--- src/rtl/sha2_apb_pkg.sv ---
// Shared types for the SHA2 APB conduit: FSM states, address width and
// the completion-response flags reported back to the requester.
package sha2_apb_pkg;

    localparam int APB_ADDR_W = 12;

    typedef enum logic [1:0] {
        IDLE   = 2'd0,
        SETUP  = 2'd1,
        ACCESS = 2'd2
    } apb_state_e;

    // Completion flags. The data-width dependent part of the response
    // (rdata) is attached by the user, which knows its own D_WIDTH.
    typedef struct packed {
        logic ack;
        logic rvalid;
        logic err;
        logic timeout;
    } apb_resp_flags_t;

    // Builds the completion flags for a finished transfer: writes pulse ack,
    // reads pulse rvalid, and err/timeout qualify that pulse.
    function automatic apb_resp_flags_t make_resp_flags(input logic is_write,
                                                        input logic err,
                                                        input logic timeout);
        apb_resp_flags_t f;
        f.ack     = is_write;
        f.rvalid  = ~is_write;
        f.err     = err;
        f.timeout = timeout;
        return f;
    endfunction

endpackage

--- src/rtl/sha2_apb_master_adapter.sv ---
// Requester side of the SHA2 APB conduit: turns single-beat conduit
// requests into APB4 SETUP/ACCESS transfers with wait-state handling,
// slave-error reporting and an optional bounded-wait timeout.
module sha2_apb_master_adapter
    import sha2_apb_pkg::*;
#(
    parameter int D_WIDTH        = 32,
    parameter int TIMEOUT_CYCLES = 0
) (
    input  logic                  pclk,
    input  logic                  preset,
    input  logic                  con_wr,
    input  logic                  con_rd,
    input  logic [APB_ADDR_W-1:0] con_addr,
    input  logic [D_WIDTH-1:0]    con_wdata,
    input  logic [D_WIDTH/8-1:0]  con_wbyte_enable,
    output logic                  con_ready,
    output logic                  con_wr_ack,
    output logic                  con_read_valid,
    output logic [D_WIDTH-1:0]    con_rdata,
    output logic                  con_slv_error,
    output logic                  con_timeout,
    output logic [APB_ADDR_W-1:0] paddr,
    output logic                  psel,
    output logic                  penable,
    output logic                  pwrite,
    output logic [D_WIDTH-1:0]    pwdata,
    output logic [D_WIDTH/8-1:0]  pstrb,
    input  logic                  pready,
    input  logic [D_WIDTH-1:0]    prdata,
    input  logic                  pslverr
);

    localparam int STRB_W = D_WIDTH / 8;
    localparam int CNT_W  = (TIMEOUT_CYCLES > 0) ? $clog2(TIMEOUT_CYCLES + 1) : 1;
    localparam logic [CNT_W-1:0] CNT_LAST = CNT_W'(TIMEOUT_CYCLES - 1);

    typedef struct packed {
        apb_resp_flags_t    flags;
        logic [D_WIDTH-1:0] rdata;
    } apb_resp_t;

    apb_state_e            state, state_next;
    apb_resp_t             resp, resp_next;
    logic [CNT_W-1:0]      wait_count, wait_count_next;
    logic                  psel_next, penable_next, pwrite_next, ready_next;
    logic [APB_ADDR_W-1:0] paddr_next;
    logic [D_WIDTH-1:0]    pwdata_next;
    logic [STRB_W-1:0]     pstrb_next;

    assign con_wr_ack     = resp.flags.ack;
    assign con_read_valid = resp.flags.rvalid;
    assign con_slv_error  = resp.flags.err;
    assign con_timeout    = resp.flags.timeout;
    assign con_rdata      = resp.rdata;

    // Next-state and next-output logic; every output is then registered so
    // the APB and conduit sides both see clean flop outputs.
    always_comb begin
        state_next      = state;
        psel_next       = psel;
        penable_next    = penable;
        pwrite_next     = pwrite;
        paddr_next      = paddr;
        pwdata_next     = pwdata;
        pstrb_next      = pstrb;
        ready_next      = con_ready;
        wait_count_next = wait_count;
        resp_next.flags = '0;
        resp_next.rdata = resp.rdata;

        case (state)
            IDLE: begin
                ready_next = 1'b1;
                // A write wins over a simultaneous read; reads carry no
                // strobes or write data on the bus.
                if (con_wr || con_rd) begin
                    state_next      = SETUP;
                    psel_next       = 1'b1;
                    penable_next    = 1'b0;
                    ready_next      = 1'b0;
                    paddr_next      = con_addr;
                    pwrite_next     = con_wr;
                    pwdata_next     = con_wr ? con_wdata : '0;
                    pstrb_next      = con_wr ? con_wbyte_enable : '0;
                    wait_count_next = '0;
                end
            end
            SETUP: begin
                state_next   = ACCESS;
                penable_next = 1'b1;
            end
            ACCESS: begin
                if (pready) begin
                    state_next      = IDLE;
                    psel_next       = 1'b0;
                    penable_next    = 1'b0;
                    ready_next      = 1'b1;
                    resp_next.flags = make_resp_flags(pwrite, pslverr, 1'b0);
                    resp_next.rdata = pwrite ? resp.rdata : prdata;
                end else if ((TIMEOUT_CYCLES > 0) && (wait_count == CNT_LAST)) begin
                    state_next      = IDLE;
                    psel_next       = 1'b0;
                    penable_next    = 1'b0;
                    ready_next      = 1'b1;
                    resp_next.flags = make_resp_flags(pwrite, 1'b1, 1'b1);
                    resp_next.rdata = '0;
                end else if (TIMEOUT_CYCLES > 0) begin
                    wait_count_next = wait_count + CNT_W'(1);
                end
            end
            default: begin
                state_next   = IDLE;
                psel_next    = 1'b0;
                penable_next = 1'b0;
                ready_next   = 1'b1;
            end
        endcase
    end

    // State and output registers; synchronous reset abandons any transfer.
    always_ff @(posedge pclk) begin
        if (preset) begin
            state      <= IDLE;
            psel       <= 1'b0;
            penable    <= 1'b0;
            pwrite     <= 1'b0;
            paddr      <= '0;
            pwdata     <= '0;
            pstrb      <= '0;
            con_ready  <= 1'b1;
            wait_count <= '0;
            resp       <= '0;
        end else begin
            state      <= state_next;
            psel       <= psel_next;
            penable    <= penable_next;
            pwrite     <= pwrite_next;
            paddr      <= paddr_next;
            pwdata     <= pwdata_next;
            pstrb      <= pstrb_next;
            con_ready  <= ready_next;
            wait_count <= wait_count_next;
            resp       <= resp_next;
        end
    end

endmodule

--- config.mk ---
export PLATFORM = sky130hd
export DESIGN_NAME = sha2_apb_master_adapter
export DESIGN_NICKNAME = d
export VERILOG_FILES = /design/src/rtl/sha2_apb_pkg.sv /design/src/rtl/sha2_apb_master_adapter.sv
export SDC_FILE = /design/constraint.sdc
export NUM_CORES = 1
export LEC_CHECK = 0
export CAP_MARGIN = 10
export CORE_MARGIN = 4
export CORE_UTILIZATION = 42
export DETAILED_ROUTE_END_ITERATION = 10
export HOLD_SLACK_MARGIN = 0.03
export PLACE_DENSITY = 0.9
export SYNTH_ARGS = -nofsm -noshare
export SYNTH_HDL_FRONTEND = slang
export SYNTH_SLANG_ARGS = --single-unit
--- constraint.sdc ---
create_clock -name pclk -period 2.1 [get_ports pclk]
set_input_delay 0.42 -clock pclk [delete_from_list [all_inputs] [get_ports pclk]]
set_output_delay 0.42 -clock pclk [all_outputs]
set_load 0.01 [all_outputs]
==> impl_metrics.py <==
metrics = {
    "synth": {
        "synth_edf_count": 0,
        "synthTopCellsByArea": "dfxtp_1 (55%), a21oi_1 (13%), nand2_1 (12%)",
        "synthCells": 391,
        "synth_flop_cell": "dfxtp_1",
        "synthArstFlopShare_pct": 0,
        "yosysTopAreaCell": "dfxtp_1",
        "ys_seq_elements": 88,
        "syn_nets": 477,
        "ys_seq_area_share_pct": 54.5,
        "syn_area_sq_um": 3230,
        "synth_cell_types": 23,
        "avgSynthCellArea_sq_um": 8.27,
        "ys_top_cells_by_count": "nand2_1 (103), dfxtp_1 (88), a21oi_1 (82), o21ai_0 (38), clkbuf_1 (16)",
        "yosys_warnings": 0,
        "synth_most_common_cell": "nand2_1",
        "netlist.area_leader.share_pct": 54.5,
    },
    "critical_path": {
        "cpLargestDelayFamily": "buffers and inverters",
        "start_kind": "flop",
        "cp_data_required_time_ns": 1.68,
        "path_max_fanout": 10,
        "crit_type": "flop to output pin",
        "max_stage_delay_ns": 0.63,
        "cp-end-kind": "output pin",
        "cp_cell_sequence": "clkdlybuf4s50_1",
        "cp_slowest_cell": "clkdlybuf4s50_1",
        "critical_path_arrival_ns": 1.50,
        "critPathBufInv": 1,
    },
    "floorplan": {
        "io_pins": 174,
        "initial_core_util_pct": 43.9,
        "core_sq_um": 7370,
        "die_y_microns": 95.7,
        "die-area_sq_um": 9160,
        "die_w_microns": 95.7,
        "num_rows": 31,
    },
    "sta": {
        "whs_ns": 0.457,
        "report.final.hold_viol_count": 0,
        "fin_worst_skew_ns": 0.0107,
        "fin_crit_ns": 1.92,
        "finalCritPeriodShare_pct": 91.6,
        "setup_viol": 0,
        "rsz0062_at_grt": "false",
        "setup_slack_ns": 0.177,
        "maxSlewViolCount": 0,
        "fmax_mhz": 520,
        "worst_pin_slew_ns": 0.505,
        "maxSlewHeadroom_pct": 66.4,
        "fin_tns_setup_ns": 0,
    },
    "global_route": {
        "grt_overflow_total": 0,
        "grt_pass1_wl_mm": 14.9,
        "use_met2_pct": 36.1,
        "use_met1_pct": 22.9,
        "track_usage_pct": 20.4,
        "grt_antenna_before_repair": 0,
        "grt_pass1_vias": 3216,
        "met3_usage_pct": 6.57,
        "grt_max_degree": 49,
        "grt-busiest-layer": "met2",
    },
    "route": {
        "viasPerCell": 5.06,
        "vias": 3297,
        "ant_nets": 0,
        "wl_mm": 9.79,
        "drc": 0,
        "wire_per_inst_microns": 15.0,
        "drt_iter0_markers": 111,
        "dr.pass1.iters": 4,
    },
    "clock_tree": {
        "cts_resized": 0,
        "clockRootBuffer": "clkbuf_8",
        "cts_max_path_buffers": 2,
        "clk_pin_slew_ns": 0.09,
        "postCtsHoldBufs": 0,
        "h-tree-depth": 3,
        "tritoncts": "yes",
        "cts_buffers": 9,
        "post_cts_buffers": 0,
        "clock_latency_ns": 0.34,
        "clock-sinks": 88,
    },
    "layout": {
        "diodes": 0,
        "n_fill_cell": 574,
        "area_growth_pct": 60.2,
        "final_nets": 634,
        "layout-drive-gt1-share_pct": 5.61,
        "final_util_pct": 70.3,
    },
    "power": {
        "vdd_drop_max_mv": 0.433,
        "power.density_nw_per_um2": 717,
        "p_leak_nw": 1.83,
    },
    "place": {
        "dp_hpwl_mm": 7.06,
        "gp_congestion": 0.687,
        "numPortBuffers": 172,
        "dp_worst_setup_slack_ns": 0.241,
    },
    "hold_path": {
        "hp-class": "flop to flop",
    },
    "run": {
        "cap_violations": 0,
    },
    "run_status": {
        "status": "complete, no violations",
    },
}
-- state kept, by name, summed over array words and instances, names as in the netlist --
| signal | flops |
|---|---|
| con_rdata | 32 |
| con_read_valid | 1 |
| con_ready | 1 |
| con_slv_error | 1 |
| con_wr_ack | 1 |
| paddr | 12 |
| psel | 1 |
| pstrb | 4 |
| pwdata | 32 |
| pwrite | 1 |
| state | 2 |
-- report_power, final --
part	internal, W	switching, W
registers	0.00176	0.0000520
clock network	0.000648	0.000582
logic	0.000375	0.000298
total	0.00278	0.000932
-- metrics by stage --
step,area (sq um),instances,power (W)
6_report,5180,652,0.00371
5_1_grt,5180,652,0.00387
4_1_cts,5180,652,0.00375
3_5_place_dp,4960,636,0.00252
3_3_place_gp,4960,636,0.00250
2_1_floorplan,3230,391,0.00213
-- path summary, 6_finish.rpt --
kind	endpoint	start	cells after the start	slack, ns
worst max-delay path	penable	state[1]	1	0.18
worst min-delay path	con_rdata[0]	con_rdata[0]	2	0.46
worst max register to register	pstrb[0]	state[0]	4	0.68
worst min register to register	con_rdata[0]	con_rdata[0]	2	0.46
-- worst reg2reg max path, cell delays in order, from the launching register on --
cell     delay (ns)
dfxtp_1        0.55
or2_1          0.18
buf_4          0.29
o21ai_0        0.18
a21oi_1        0.16
-- cell type report --
class                      instances  area, sq um  share of cell area (%)
clock buffer                      12          165                    3.19
clock inverter                     4         51.3                   0.991
inverter                           1         3.75                  0.0725
multi-input combinational        266         1260                    24.3
sequential                        88         1760                    34.0
tap                               99          124                    2.39
timing repair buffer             182         1820                    35.1
-- metal layers --
metal	wire [microns]	up-vias
met3	908	18
met5	0	-
met4	208	0
met2	4720	141
met1	3960	1527
li1	-	1611
-- cell usage in the layout (no fill, tap or decap), drive strengths merged, types with 2 or more instances in the layout --
master / Yosys / final
clkbuf: 16 / 12
nand3: 12 / 12
nor2: 6 / 6
o21ai: 50 / 50
clkdlybuf4s50: 0 / 171
nand2: 103 / 103
dfxtp: 88 / 88
a21oi: 82 / 82
clkinv: 0 / 2
buf: 20 / 11
or2: 2 / 2
nor3b: 4 / 4
-- cell families after synthesis --
| logic type | Yosys count | share of synthesized area (%) |
|---|---|---|
| compound gates | 134 | 20.9 |
| buf+inv | 37 | 7.16 |
| flops | 88 | 54.5 |
| other cells | 1 | 0.116 |
| simple gates | 131 | 17.3 |
Note: power is estimated with default switching activity, not from simulation.
